===== src/rtl/gpio_mmio_slave.sv =====
// gpio_mmio_slave: memory-mapped GPIO block with two input ports, two output
// ports, a sticky change-status register and a level interrupt. Each bus
// access walks IDLE -> BUSY -> ACK, so one access takes at least 3 cycles.
module gpio_mmio_slave #(
  parameter logic [31:0] RST_GPO1 = 32'h0000_0000,
  parameter logic [31:0] RST_GPO2 = 32'h0000_0000
) (
  input  logic        clk,
  input  logic        rst,
  input  logic        req,
  input  logic        we,
  input  logic [2:0]  addr,
  input  logic [31:0] wd,
  output logic [31:0] rd,
  output logic        ack,
  input  logic [31:0] gpI1,
  input  logic [31:0] gpI2,
  output logic [31:0] gpO1,
  output logic [31:0] gpO2,
  output logic        irq
);

  typedef enum logic [1:0] {
    IDLE = 2'd0,
    BUSY = 2'd1,
    ACK  = 2'd2
  } state_t;

  state_t      state_r;
  logic [2:0]  addr_r;
  logic        we_r;
  logic [31:0] wd_r;

  logic [31:0] sync1_1_r, sync2_1_r, prev1_r;
  logic [31:0] sync1_2_r, sync2_2_r, prev2_r;
  logic [1:0]  warm_r;
  logic [1:0]  status_r;

  logic        wr_s;
  logic [1:0]  change_s;
  logic [1:0]  clr_s;
  logic [1:0]  status_next_s;
  logic [31:0] gpo1_next_s;
  logic [31:0] gpo2_next_s;
  logic [31:0] rd_next_s;

  // Register-map read decode; unmapped words read as zero.
  function automatic logic [31:0] read_mux(input logic [2:0]  a,
                                           input logic [31:0] g1,
                                           input logic [31:0] g2,
                                           input logic [31:0] o1,
                                           input logic [31:0] o2,
                                           input logic [1:0]  st);
    logic [31:0] v;
    case (a)
      3'd0:    v = g1;
      3'd1:    v = g2;
      3'd2:    v = o1;
      3'd3:    v = o2;
      3'd4:    v = {30'd0, st};
      default: v = 32'h0000_0000;
    endcase
    return v;
  endfunction

  // Next-state values for the writable registers and the value rd will load;
  // rd sees post-write contents so a write returns what was stored.
  always_comb begin
    wr_s          = (state_r == BUSY) && we_r;
    change_s      = 2'b00;
    clr_s         = 2'b00;
    gpo1_next_s   = gpO1;
    gpo2_next_s   = gpO2;
    if (warm_r == 2'd3) begin
      change_s[0] = (sync2_1_r != prev1_r);
      change_s[1] = (sync2_2_r != prev2_r);
    end else begin
      change_s    = 2'b00;
    end
    if (wr_s && (addr_r == 3'd2)) begin
      gpo1_next_s = wd_r;
    end else begin
      gpo1_next_s = gpO1;
    end
    if (wr_s && (addr_r == 3'd3)) begin
      gpo2_next_s = wd_r;
    end else begin
      gpo2_next_s = gpO2;
    end
    if (wr_s && (addr_r == 3'd4)) begin
      clr_s       = wd_r[1:0];
    end else begin
      clr_s       = 2'b00;
    end
    // A change event in the same cycle as a clear keeps the bit set.
    status_next_s = (status_r & ~clr_s) | change_s;
    rd_next_s     = read_mux(addr_r, sync2_1_r, sync2_2_r,
                             gpo1_next_s, gpo2_next_s, status_next_s);
  end

  // Bus handshake FSM: capture request in IDLE, execute in BUSY, pulse ack.
  always_ff @(posedge clk or negedge rst) begin
    if (!rst) begin
      state_r <= IDLE;
      addr_r  <= 3'd0;
      we_r    <= 1'b0;
      wd_r    <= 32'h0000_0000;
      rd      <= 32'h0000_0000;
      ack     <= 1'b0;
    end else begin
      case (state_r)
        IDLE: begin
          ack <= 1'b0;
          if (req) begin
            state_r <= BUSY;
            addr_r  <= addr;
            we_r    <= we;
            wd_r    <= wd;
          end else begin
            state_r <= IDLE;
          end
        end
        BUSY: begin
          state_r <= ACK;
          ack     <= 1'b1;
          rd      <= rd_next_s;
        end
        ACK: begin
          state_r <= IDLE;
          ack     <= 1'b0;
        end
        default: begin
          state_r <= IDLE;
          ack     <= 1'b0;
        end
      endcase
    end
  end

  // Output registers, sticky status and the interrupt that trails status.
  always_ff @(posedge clk or negedge rst) begin
    if (!rst) begin
      gpO1     <= RST_GPO1;
      gpO2     <= RST_GPO2;
      status_r <= 2'b00;
      irq      <= 1'b0;
    end else begin
      gpO1     <= gpo1_next_s;
      gpO2     <= gpo2_next_s;
      status_r <= status_next_s;
      irq      <= |status_r;
    end
  end

  // Two-flop input synchronizers, change-detect history and warm-up counter.
  always_ff @(posedge clk or negedge rst) begin
    if (!rst) begin
      sync1_1_r <= 32'h0000_0000;
      sync2_1_r <= 32'h0000_0000;
      prev1_r   <= 32'h0000_0000;
      sync1_2_r <= 32'h0000_0000;
      sync2_2_r <= 32'h0000_0000;
      prev2_r   <= 32'h0000_0000;
      warm_r    <= 2'd0;
    end else begin
      sync1_1_r <= gpI1;
      sync2_1_r <= sync1_1_r;
      prev1_r   <= sync2_1_r;
      sync1_2_r <= gpI2;
      sync2_2_r <= sync1_2_r;
      prev2_r   <= sync2_2_r;
      if (warm_r != 2'd3) begin
        warm_r <= warm_r + 2'd1;
      end else begin
        warm_r <= warm_r;
      end
    end
  end

endmodule


===== config.mk =====
export PLATFORM = sky130hd
export DESIGN_NAME = gpio_mmio_slave
export DESIGN_NICKNAME = d
export VERILOG_FILES = /design/src/rtl/gpio_mmio_slave.sv
export SDC_FILE = /design/constraint.sdc
export NUM_CORES = 1
export LEC_CHECK = 0
export CORE_MARGIN = 5
export CORE_UTILIZATION = 45
export DETAILED_ROUTE_END_ITERATION = 10
export PLACE_DENSITY = 0.7
export SETUP_SLACK_MARGIN = 0.2
export SYNTH_ARGS = -nofsm -noshare
export SYNTH_HDL_FRONTEND = slang
export SYNTH_SLANG_ARGS = --single-unit

===== constraint.sdc =====
create_clock -name clk -period 2.3 [get_ports clk]
set_input_delay 0.46 -clock clk [delete_from_list [all_inputs] [get_ports clk]]
set_output_delay 0.46 -clock clk [all_outputs]
set_load 0.005 [all_outputs]

Yosys cells after proc, flatten, opt, wreduce, memory -nomap -nowiden --
Cells that the tools add are included.
Word-level totals: logic and storage cells 46, bits of input ports 103, bits in registers 332, output and inout port bits 98
Operators by class: reductions and logical operators 8, equal/unequal tests 9, add/sub/neg operators 1, bitwise logic cells 3, mux-type cells 8
Operator list (count):
- $pmux 32 s5 | 1
- $mux 32 | 2
- $ne 32x32->1 | 2
- $eq 3x2->1 const B | 2
- $logic_and 1x1->1 | 4
- $mux 2 | 2
- $pmux 2 s2 | 1
- $eq 3x1->1 const B | 1
- $eq 3x3->1 const B | 1
- $logic_not 3->1 | 1
- $add 2x1->2 const B | 1
- $and 2x2->2 | 1
- $eq 2x1->1 const B | 1
- $eq 2x2->1 const B | 1
- $logic_not 2->1 | 1
- $mux 1 | 2
- $ne 2x2->1 const B | 1
- $not 2->2 | 1
- $or 2x2->2 | 1
- $reduce_and 2->1 | 1
- $reduce_or 2->1 | 1

Depth between registers and ports, before layout --
Gate-level depths: netlist (run 1).
depth after elaboration 8, gate-level depth with buffers 9, gate-level depth less buffers 6

Worst setup path before layout (run 1) --
No wires, ideal clock.
path type register to register, start point reg addr_r[2], end point reg rd[28], slack 0.375 ns, required time 2.176 ns, library setup time 0.124 ns, stages on the path, launching flop included 8, arrival time 1.801 ns, clock period less this slack 1.925 ns, buffers on the path 2, path through dfrtp_1 -> and2b_1 -> and3_4 -> buf_6 -> buf_6 -> mux2_4 -> o21ba_1 -> a211o_1
Between the ends: cells in the longest elaborated chain, start to end 4, elaborated cells between the ends (all ways) 10, those cells by class 4 x eq/ne; 3 x mux; 3 x reduce/logical
Ends and longest elaborated chain:
- start, declared | RTL line 30 | logic [2:0] addr_r;
- start signal, assigned | RTL line 116 | addr_r <= addr;
- $eq 3x2->1 | RTL line 85 | if (wr_s && (addr_r == 3'd3)) begin
- $logic_and 1x1->1 | RTL line 85
- $mux 32 | RTL line 85
- named net gpo2_next_s[28] | RTL line 44 | logic [31:0] gpo2_next_s;
- $pmux 32 s5 | RTL line 55 | case (a)
- end signal, assigned | RTL line 126 | rd <= rd_next_s;
- end, declared | RTL line 14 | output logic [31:0] rd,
The timed path passes the listed nets, and every way through them passes these cells. A chain may end at the register's enable or synchronous reset.

Worst setup path in the final report (run 1) --
start point reg state_r[1], end point reg rd[17]
Between the ends: cells in the longest elaborated chain, start to end 5, elaborated cells between the ends (all ways) 7, those cells by class 1 x eq/ne; 3 x mux; 3 x reduce/logical
Ends and longest elaborated chain:
- start, declared | RTL line 29 | state_t state_r;
- start signal, assigned | RTL line 104 | state_r <= IDLE;
- start signal, assigned | RTL line 115 | state_r <= BUSY;
- start signal, assigned | RTL line 120 | state_r <= IDLE;
- $eq 2x1->1 | RTL line 69 | wr_s = (state_r == BUSY) && we_r;
- $logic_and 1x1->1 | RTL line 69
- $logic_and 1x1->1 | RTL line 85
- $mux 32 | RTL line 85
- named net gpo2_next_s[17] | RTL line 44
- $pmux 32 s5 | RTL line 55
The timed path passes the listed nets, and every way through them passes these cells.

==> results of run 1 <==
[cell families after synthesis]
kind of cell	Yosys count	synth area share (%)
AO/OA/AOI/OAI	123	7.963
XOR/XNOR	65	4.818
adder cells (fa/ha/maj)	1	0.1059
buffers and inverters	42	1.821
flip-flops	332	70.32
multiplexers	99	10.29
AND/OR/NAND/NOR	98	4.681
[metal layers]
layer	GRT usage (%)	part of all wire, %
met5	0	0
met2	32.06	49
met4	6.425	2.8
met3	4.664	6.4
met1	26.43	42
[worst paths after layout]
kind / endpoint / from
worst max register to register: rd[17] / state_r[1]
max in group asynchronous: sync2_1_r[16] / rst
worst min register to register: sync2_2_r[18] / sync1_2_r[18]
min in group asynchronous: prev2_r[9] / rst
worst min-delay path: sync2_2_r[18] / sync1_2_r[18]
worst max-delay path: rd[17] / state_r[1]
[cells in the final DEF, fill, tap and decap left out, types with 16 or more instances in the layout]
cell	instances
dfrtp_1	331
clkdlybuf4s50_1	199
mux2_2	72
xnor2_1	65
clkbuf_16	36
o21ai_0	34
mux2_4	27
nand3_1	18
nor2_1	17
or2_2	17
a211o_1	17
nand4_1	16
o211a_1	16
o21ba_1	16
[power breakdown]
part / leakage (nW) / switching, mW / internal [mW] / total (mW)
registers: 3.99 / 0.856 / 7.01 / 7.87
clock network: 0.547 / 2.16 / 3.14 / 5.30
logic: 2.37 / 1.60 / 2.69 / 4.30
total: 6.90 / 4.62 / 12.8 / 17.5
[layout make-up]
| type | count | area [um2] |
|---|---|---|
| flip-flops and latches | 332 | 8309 |
| inverters | 4 | 16.27 |
| diodes | 2 | 5.005 |
| clock buffers | 53 | 1045 |
| multi-input cells | 386 | 3307 |
| clock inverters | 8 | 55.05 |
| well taps | 335 | 419.2 |
| repair buffers | 225 | 2296 |
| fillers | 2008 | 10530 |
[synthesized netlist by cell type (4+ instances only)]
cell type,n,area share (%)
nand3_1,18,0.76
nand4_1,16,0.85
and3_1,4,0.21
nor2_1,17,0.54
o21ai_0,34,1.4
xnor2_1,65,4.8
o211ai_1,14,0.89
a211o_1,17,1.3
o211a_1,16,1.4
nand2_1,10,0.32
buf_1,4,0.13
o21ba_1,16,1.4
mux2_2,72,6.9
clkbuf_1,24,0.76
mux2_4,27,3.4
dfrtp_1,332,70
buf_6,7,0.67
nor4_1,4,0.21
a22oi_1,14,0.89
or2_2,17,0.90
[sequential cells by signal, summed over array words and instances (netlist names), 2 cells and up]
| name | cells |
|---|---|
| gpO1 | 32 |
| gpO2 | 32 |
| addr_r | 3 |
| rd | 32 |
| sync1_2_r | 32 |
| sync2_1_r | 32 |
| wd_r | 32 |
| sync2_2_r | 32 |
| prev2_r | 32 |
| status_r | 2 |
| prev1_r | 32 |
| warm_r | 2 |
| state_r | 2 |
| sync1_1_r | 32 |
[repair_timing]
action                     CTS  global route
hold buffers                 1             0
gates resized for setup      2             3
hold endpoints to repair    24             0
setup endpoints to repair    1            14
cloned                       0             0
==> metrics.yaml, run 1 <==
status: "completed"
critPathCaptureType: "flop"
hold_path_class: "flop to flop"
grt-ovfl-total: 0
ir_drop_mv: 0.6160
worstPathRequired_ns: 2.70
clkLatencyLatePin_ns: 0.51
cts_setup_buffers: 0
maxSlewViolCount: 0
p_per_area_nw_per_um2: 1130
postRouteAntennaNets: 0
syn_area_per_cell_um2: 15.55
grt_first_pass_wirelength_um: 44080
min_period_over_period_pct: 87.02
fmax_mhz: 499.6
fin_cells: 1345
holdPathStages: 0
fp.dieW_um: 172.0
r2r_slack_ns: 0.30
start_kind: "flop"
route.vias.total: 6936
relSlewSlack_pct: 59.87
finalSetupTns_ns: 0
crit_arrival_ns: 2.40
critPathBufInv: 1
area_growth_pct: 30.78
cts_max_level: 2
numPortBuffers: 200
ys_async_sr_fraction_pct: 100.0
cp_slowest_stage_delay_ns: 0.39
synth_seq_area_share_pct: 70.32
io_pins: 201
antenna_found_initial: 1
chipHeight_um: 172.0
holdWs_ns: 0.3435
cp_num_cells: 6
yosysWarnings: 0
fp-row-count: 59
syn_nets: 864
gp_congestion: 0.8512
drive_above_1_share_pct: 20.04
pre_cts_slack_ns: 0.1970
maxCapViolCount: 0
clk_path_buf_depth: 3
grt_max_degree: 81
placed_cells: 1281
initial_utilization_pct: 45.47
dp_hpwl_um: 20430
wirelength_um: 28920
synthCells: 760
p_total_mw: 17.46
syn_area_um2: 11820
cpMaxStageDelayCell: "dfrtp_1"
tightest_slew_ns: 0.6020
hold_viol: 0
cts_buffers: 35
post_drt_via_cell_ratio: 5.157
min_period_ns: 2.001
drc: 0
drt-pass1-iter-count: 5
worst_slack_ns: 0.2985
avgRoutedWirePerCell_um: 21.50
cts_sinks: 332
synth.distinct_cells: 42
drtIter0Drc: 352
crit_chain: "and3b_2, and3_4, buf_12, mux2_2, o21ba_1, a211o_1"
final_util_pct: 59.47
cts_root_buf: "clkbuf_16"
design_area_um2: 15450
clk_pin_slew_ns: 0.06
coreArea_um2: 25980
grt_use_total_pct: 19.71
rsz0062_at_grt: "true"
ys.flop_type: "dfrtp_1"
fin_skew_ns: 0.01421
postPlaceCellArea_um2: 14320
cts_tree: "built"
p_leak_nw: 6.904
reg2reg_depth: 6
cp_max_fo: 22
critPathTopFamily: "simple AND/OR/NAND/NOR gates"
nets: 1088
synth_edf_count: 0
critical_path_class: "flop to flop"
grt_pass1_vias: 7435
ys_ff_latch: 332
die_area_um2: 29600
setup_viol_count_final: 0
No activity file was read; power rests on OpenSTA's default activity.
==> run 2: changes to the inputs <==
--- a/config.mk
+++ b/config.mk
@@ -6,9 +6,9 @@
 export NUM_CORES = 1
 export LEC_CHECK = 0
 export CORE_MARGIN = 5
-export CORE_UTILIZATION = 45
+export CORE_UTILIZATION = 35
 export DETAILED_ROUTE_END_ITERATION = 10
-export PLACE_DENSITY = 0.7
+export PLACE_DENSITY = 0.58
 export SETUP_SLACK_MARGIN = 0.2
 export SYNTH_ARGS = -nofsm -noshare
 export SYNTH_HDL_FRONTEND = slang
==> constraint.sdc (replaced) <==
create_clock -name clk -period 2.25 [get_ports clk]
set_input_delay 0.45 -clock clk [delete_from_list [all_inputs] [get_ports clk]]
set_output_delay 0.45 -clock clk [all_outputs]
set_load 0.005 [all_outputs]
==> run 2 against run 1 <==
Worst hold slack worse by 0.0051 ns. Critical path type unchanged. Largest power group unchanged. Critical endpoint is now rd[16]. Design area up 2.8%. Combinational power up 5.1%. Cell count up 9.4%. First-iteration DRC count up 2.6%. Routed wire length up 9.9%.
==> metrics.yaml, run 2 (synthesis results as in run 1) <==
clkLatencyLatePin_ns: 0.53  # was 0.51 ns
drc: 0  # unchanged
critPathTopFamily: "simple AND/OR/NAND/NOR gates"  # unchanged
ir_drop_mv: 0.5614  # was 0.6160 mV
grt_first_pass_wirelength_um: 48790  # was 44080 um
setup_viol_count_final: 0  # unchanged
status: "completed"  # unchanged
rsz0062_at_grt: "false"  # was true
cts_buffers: 39  # was 35
chipHeight_um: 193.7  # was 172.0 um
final_common_cell: "dfrtp_1"  # unchanged
reg2reg_depth: 6  # unchanged
die_area_um2: 37530  # was 29600 um2
wirelength_um: 31780  # was 28920 um
io_pins: 201  # unchanged
crit_arrival_ns: 2.39  # was 2.40 ns
cp_slowest_stage_delay_ns: 0.39  # about the same
wl_met2_um: 15580  # was 14230 um
r2r_start: "state_r[1]"  # unchanged
drt-pass1-iter-count: 5  # unchanged
crit_chain: "and3b_2, and3_4, buf_12, mux2_2, o21ba_1, a211o_1"  # unchanged
tightest_slew_ns: 0.5890  # was 0.6020 ns
critPathBufInv: 1  # unchanged
crit_start: "state_r[1]"  # unchanged
post_drt_via_cell_ratio: 4.697  # was 5.157
antennaDiodeCount: 0  # was 2
avgRoutedWirePerCell_um: 21.60  # was 21.50 um
grt-ovfl-total: 0  # unchanged
fp.dieW_um: 193.7  # was 172.0 um
endpoint: "rd[16]"  # was rd[17]
relSlewSlack_pct: 60.74  # was 59.87%
route.vias.total: 6910  # was 6936
coreArea_um2: 33450  # was 25980 um2
grt_pass1_vias: 7587  # was 7435
holdPathStages: 0  # unchanged
hold_viol: 0  # unchanged
fin_skew_ns: 0.01604  # was 0.01421 ns
cpMaxStageDelayCell: "dfrtp_1"  # unchanged
postRouteAntennaNets: 0  # unchanged
min_period_over_period_pct: 88.06  # was 87.02%
drive_above_1_share_pct: 21.51  # was 20.04%
drtIter0Drc: 361  # was 352
maxCapViolCount: 0  # unchanged
placed_cells: 1400  # was 1281
cts_sinks: 332  # unchanged
maxSlewViolCount: 0  # unchanged
reg2reg_to: "rd[16]"  # was rd[17]
pre_cts_slack_ns: 0.1982  # was 0.1970 ns
dp_hpwl_um: 22140  # was 20430 um
critPathCaptureType: "flop"  # unchanged
worstPathRequired_ns: 2.66  # was 2.70 ns
cts_max_level: 2  # unchanged
fin_cells: 1471  # was 1345
clk_path_buf_depth: 3  # unchanged
top_layer: "met4"  # unchanged
gp_congestion: 0.8289  # was 0.8512
p_total_mw: 18.85  # was 17.46 mW
fmax_mhz: 504.7  # was 499.6 MHz
cp_num_cells: 6  # unchanged
p_per_area_nw_per_um2: 1187  # was 1130 nW/um2
p_leak_nw: 7.052  # was 6.904 nW
numPortBuffers: 200  # unchanged
cts_tree: "built"  # unchanged
finalSetupTns_ns: 0  # unchanged
worst_slack_ns: 0.2686  # was 0.2985 ns
routedLengthMet1_um: 14050  # was 12040 um
critical_path_class: "flop to flop"  # unchanged
grt_max_degree: 68  # was 81
fp-row-count: 67  # was 59
grt_use_total_pct: 16.86  # was 19.71%
start_kind: "flop"  # unchanged
wl_met3_um: 1511  # was 1847 um
hold_path_class: "flop to flop"  # unchanged
nets: 1098  # was 1088
cts_setup_buffers: 0  # unchanged
area_growth_pct: 34.47  # was 30.78%
final_cell_mix: "dfrtp_1, clkdlybuf4s50_1, mux2_2, xnor2_1, clkbuf_16"  # unchanged
cp_max_fo: 16  # was 22
initial_utilization_pct: 35.32  # was 45.47%
cts_root_buf: "clkbuf_16"  # unchanged
antenna_found_initial: 0  # was 1
r2r_slack_ns: 0.27  # was 0.30 ns
clk_pin_slew_ns: 0.06  # about the same
holdWs_ns: 0.3384  # was 0.3435 ns
min_period_ns: 1.981  # was 2.001 ns
[run 2: changes by cell type in the layout (fill, tap and decap cells not counted), moves of 2 or more]
cell / delta
buf_4: +4
clkinv_2: +3
buf_6: -2
bufinv_16: +3
inv_16: +2
clkbuf_1: -2
buf_12: +4
diode_2: -2
clkbuf_16: +3
[run 2: through the flow]
| stage | area, um2 | utilization, % |
|---|---|---|
| 5_1_grt | 15890 | 47.50 |
| 2_1_floorplan | 11820 | - |
| 4_1_cts | 15880 | 47.47 |
| 3_3_place_gp | 14560 | 43.53 |
| 6_report | 15890 | 47.50 |
| 3_5_place_dp | 14560 | 43.53 |
[run 2: layer usage]
metal  up-vias  track usage (%)
met1      3545            22.85
met2       179            27.72
met4         0            4.458
met3        46            3.684
li1       3140                -
met5         -                0
[run 2: worst min path at each step]
stage                  startpoint             to
CTS                      gpI1[29]  sync1_1_r[29]
detailed placement  sync1_1_r[18]  sync2_1_r[18]
floorplan                     rst            ack
finish              sync1_1_r[19]  sync2_1_r[19]
global route             gpI2[10]  sync1_2_r[10]
global placement    sync1_2_r[26]  sync2_2_r[26]
[run 2: power breakdown]
group / switching, mW / total (mW) / internal, mW
clock network: 2.48 / 6.32 / 3.84
logic: 1.74 / 4.52 / 2.78
registers: 0.845 / 8.01 / 7.17
total: 5.07 / 18.9 / 13.8
[run 2: area by class of cell]
cell class                      count  area (um2)
Clock buffer                       54        1112
Clock inverter                     16       192.7
Fill cell                        2948       17560
Inverter                            4       16.27
Multi-Input combinational cell    386        3313
Sequential cell                   332        8309
Tap cell                          448       560.5
Timing Repair Buffer              231        2384
[run 2: repair_timing]
action,in CTS,in global routing
hold buffers,1,0
gates resized for setup,1,3
hold endpoints to repair,55,0
gates cloned,0,0
setup endpoints to repair,1,31
[run 2: worst register-to-register path, delay by kind of cell, from the launching register on]
kind,cells,cell delay (ns)
mux,1,0.37
flops,1,0.39
compound gates,2,0.39
simple gates,2,0.54
buf+inv,1,0.18
==> run 3: changes to the inputs <==
--- a/config.mk
+++ b/config.mk
@@ -8,8 +8,10 @@
 export CORE_MARGIN = 5
 export CORE_UTILIZATION = 35
 export DETAILED_ROUTE_END_ITERATION = 10
+export GPL_ROUTABILITY_DRIVEN = 1
 export PLACE_DENSITY = 0.58
 export SETUP_SLACK_MARGIN = 0.2
+export SKIP_LAST_GASP = 1
 export SYNTH_ARGS = -nofsm -noshare
 export SYNTH_HDL_FRONTEND = slang
 export SYNTH_SLANG_ARGS = --single-unit
==> constraint.sdc (replaced) <==
create_clock -name clk -period 2 [get_ports clk]
set_input_delay 0.4 -clock clk [delete_from_list [all_inputs] [get_ports clk]]
set_output_delay 0.4 -clock clk [all_outputs]
set_load 0.005 [all_outputs]
==> run 3 against run 2 <==
Clock skew increased by 0.0073 ns. Combinational power increased by 6.6%. Flip-flop and latch count unchanged. Non-clock buffer count increased by 36. Sequential power increased by 12%. Setup slack got worse by 0.20 ns. Largest cell class unchanged. Largest power group unchanged.
==> metrics.yaml, run 3 (synthesis results as in run 1) <==
fp.dieW_um: 193.7  # unchanged
min_period_ns: 1.935  # was 1.981 ns
fin_cells: 1506  # was 1471
area_growth_pct: 38.45  # was 34.47%
finalSetupTns_ns: 0  # unchanged
clk_pin_slew_ns: 0.06  # about the same
clkLatencyLatePin_ns: 0.52  # was 0.53 ns
endpoint: "rd[13]"  # was rd[16]
status: "completed"  # unchanged
drc: 0  # unchanged
worstPathRequired_ns: 2.39  # was 2.66 ns
p_total_mw: 20.81  # was 18.85 mW
cts_tree: "built"  # unchanged
cp_max_fo: 10  # was 16
drtIter0Drc: 407  # was 361
route.vias.total: 7092  # was 6910
maxSlewViolCount: 0  # unchanged
relSlewSlack_pct: 64.48  # was 60.74%
numPortBuffers: 200  # unchanged
hold_viol: 0  # unchanged
hold_path_class: "primary input to flop"  # was flop to flop
worst_slack_ns: 0.06544  # was 0.2686 ns
rsz0062_at_grt: "true"  # was false
p_seq_share_pct: 43.1  # was 42.5%
drt-pass1-iter-count: 4  # was 5
clockPowerShare_pct: 33.8  # was 33.5%
holdWs_ns: 0.3118  # was 0.3384 ns
gp_congestion: 0.8689  # was 0.8289
crit_chain: "and3b_1, and3_4, buf_12, mux2_4, o21ba_1, a211o_1"  # was and3b_2, and3_4, buf_12, mux2_2, o21ba_1, a211o_1
wirelength_um: 32150  # was 31780 um
combPwrFrac_pct: 23.2  # was 24.0%
power_switching_mw: 5.648  # was 5.066 mW
critPathCaptureType: "flop"  # unchanged
ir_drop_mv: 0.5993  # was 0.5614 mV
r2r_start: "state_r[1]"  # unchanged
maxCapViolCount: 0  # unchanged
chipHeight_um: 193.7  # unchanged
postPlaceCellArea_um2: 14660  # was 14560 um2
cts_sinks: 332  # unchanged
crit_arrival_ns: 2.33  # was 2.39 ns
fin_skew_ns: 0.02330  # was 0.01604 ns
cts_root_buf: "clkbuf_16"  # unchanged
critPathBufInv: 1  # unchanged
start_kind: "flop"  # unchanged
fp-row-count: 67  # unchanged
p_sw_share_pct: 27.14  # was 26.87%
final_common_cell: "dfrtp_1"  # unchanged
grt_pass1_vias: 7766  # was 7587
grt_max_degree: 73  # was 68
postRouteAntennaNets: 0  # unchanged
initial_utilization_pct: 35.32  # unchanged
post_drt_via_cell_ratio: 4.709  # was 4.697
r2r_slack_ns: 0.07  # was 0.27 ns
reg2reg_depth: 6  # unchanged
p_leak_nw: 7.851  # was 7.052 nW
cts_max_level: 2  # unchanged
p_per_area_nw_per_um2: 1272  # was 1187 nW/um2
die_area_um2: 37530  # unchanged
cp_slowest_stage_delay_ns: 0.39  # about the same
drive_above_1_share_pct: 25.97  # was 21.51%
pre_cts_slack_ns: -0.06904  # was 0.1982 ns
cts_buffers: 37  # was 39
grt_first_pass_wirelength_um: 49000  # was 48790 um
min_period_over_period_pct: 96.73  # was 88.06%
coreArea_um2: 33450  # unchanged
cp_num_cells: 6  # unchanged
dp_hpwl_um: 22200  # was 22140 um
placed_cells: 1409  # was 1400
final_cell_mix: "dfrtp_1, clkdlybuf4s50_1, dlygate4sd2_1, mux2_2, xnor2_1"  # was dfrtp_1, clkdlybuf4s50_1, mux2_2, xnor2_1, clkbuf_16
nets: 1132  # was 1098
clk_path_buf_depth: 3  # unchanged
reg2reg_to: "rd[13]"  # was rd[16]
io_pins: 201  # unchanged
antenna_found_initial: 4  # was 0
design_area_um2: 16360  # was 15890 um2
grt-ovfl-total: 0  # unchanged
grt_use_total_pct: 16.92  # was 16.86%
critPathTopFamily: "simple AND/OR/NAND/NOR gates"  # unchanged
internal_power_mw: 15.17  # was 13.79 mW
tightest_slew_ns: 0.5257  # was 0.5890 ns
setup_viol_count_final: 0  # unchanged
crit_start: "state_r[1]"  # unchanged
final_util_pct: 48.91  # was 47.50%
cpMaxStageDelayCell: "dfrtp_1"  # unchanged
critical_path_class: "flop to flop"  # unchanged
fmax_mhz: 516.9  # was 504.7 MHz
avgRoutedWirePerCell_um: 21.35  # was 21.60 um
==> run 3: repair_timing <==
| item | 4_1_cts | 5_1_grt |
|---|---|---|
| pin swaps | 20 | 10 |
| hold buffers | 1 | 0 |
| setup endpoints to repair | 114 | 50 |
| cloned | 1 | 0 |
| gates resized for setup | 107 | 35 |
| endpoints found under the hold margin | 20 | 0 |
| buffers inserted | 19 | 7 |
==> run 3: cell type report <==
cell class	count	area, um2
fill	2915	17090
sequential	332	8310
multi-input combinational	386	3488
timing repair buffer	267	2695
clock buffer	51	1050
tap	448	560.5
clock inverter	15	226.5
inverter	4	20.02
antenna	3	7.507
==> run 3: worst min path at each step <==
stage          startpoint             to  slack [ns]  depth (start not counted)
3_3_place_gp          rst    prev2_r[20]        0.27                          1
3_5_place_dp          rst         rd[31]        0.27                          1
4_1_cts           gpI2[3]   sync1_2_r[3]        0.29                          1
5_1_grt          gpI2[17]  sync1_2_r[17]        0.29                          1
2_1_floorplan         rst            ack        0.10                          0
6_report         gpI1[15]  sync1_1_r[15]        0.31                          1
==> run 3: power groups by stage <==
stage	sequential (mW)	clock [mW]	combinational, mW
after floorplan	8.91	0	1.99
after global placement	9.12	0	5.17
after detailed placement	9.14	0	5.21
after CTS	8.99	7.21	4.90
after global routing	9.14	7.50	5.20
final	8.96	7.03	4.82
==> run 3: routing by layer <==
| layer | global-route usage [%] | share of wire (%) | up-vias |
|---|---|---|---|
| met2 | 27.35 | 48 | 197 |
| li1 | - | - | 3229 |
| met4 | 6.399 | 3.4 | 2 |
| met3 | 3.301 | 4.8 | 61 |
| met5 | 0 | 0.040 | - |
| met1 | 22.77 | 43 | 3603 |
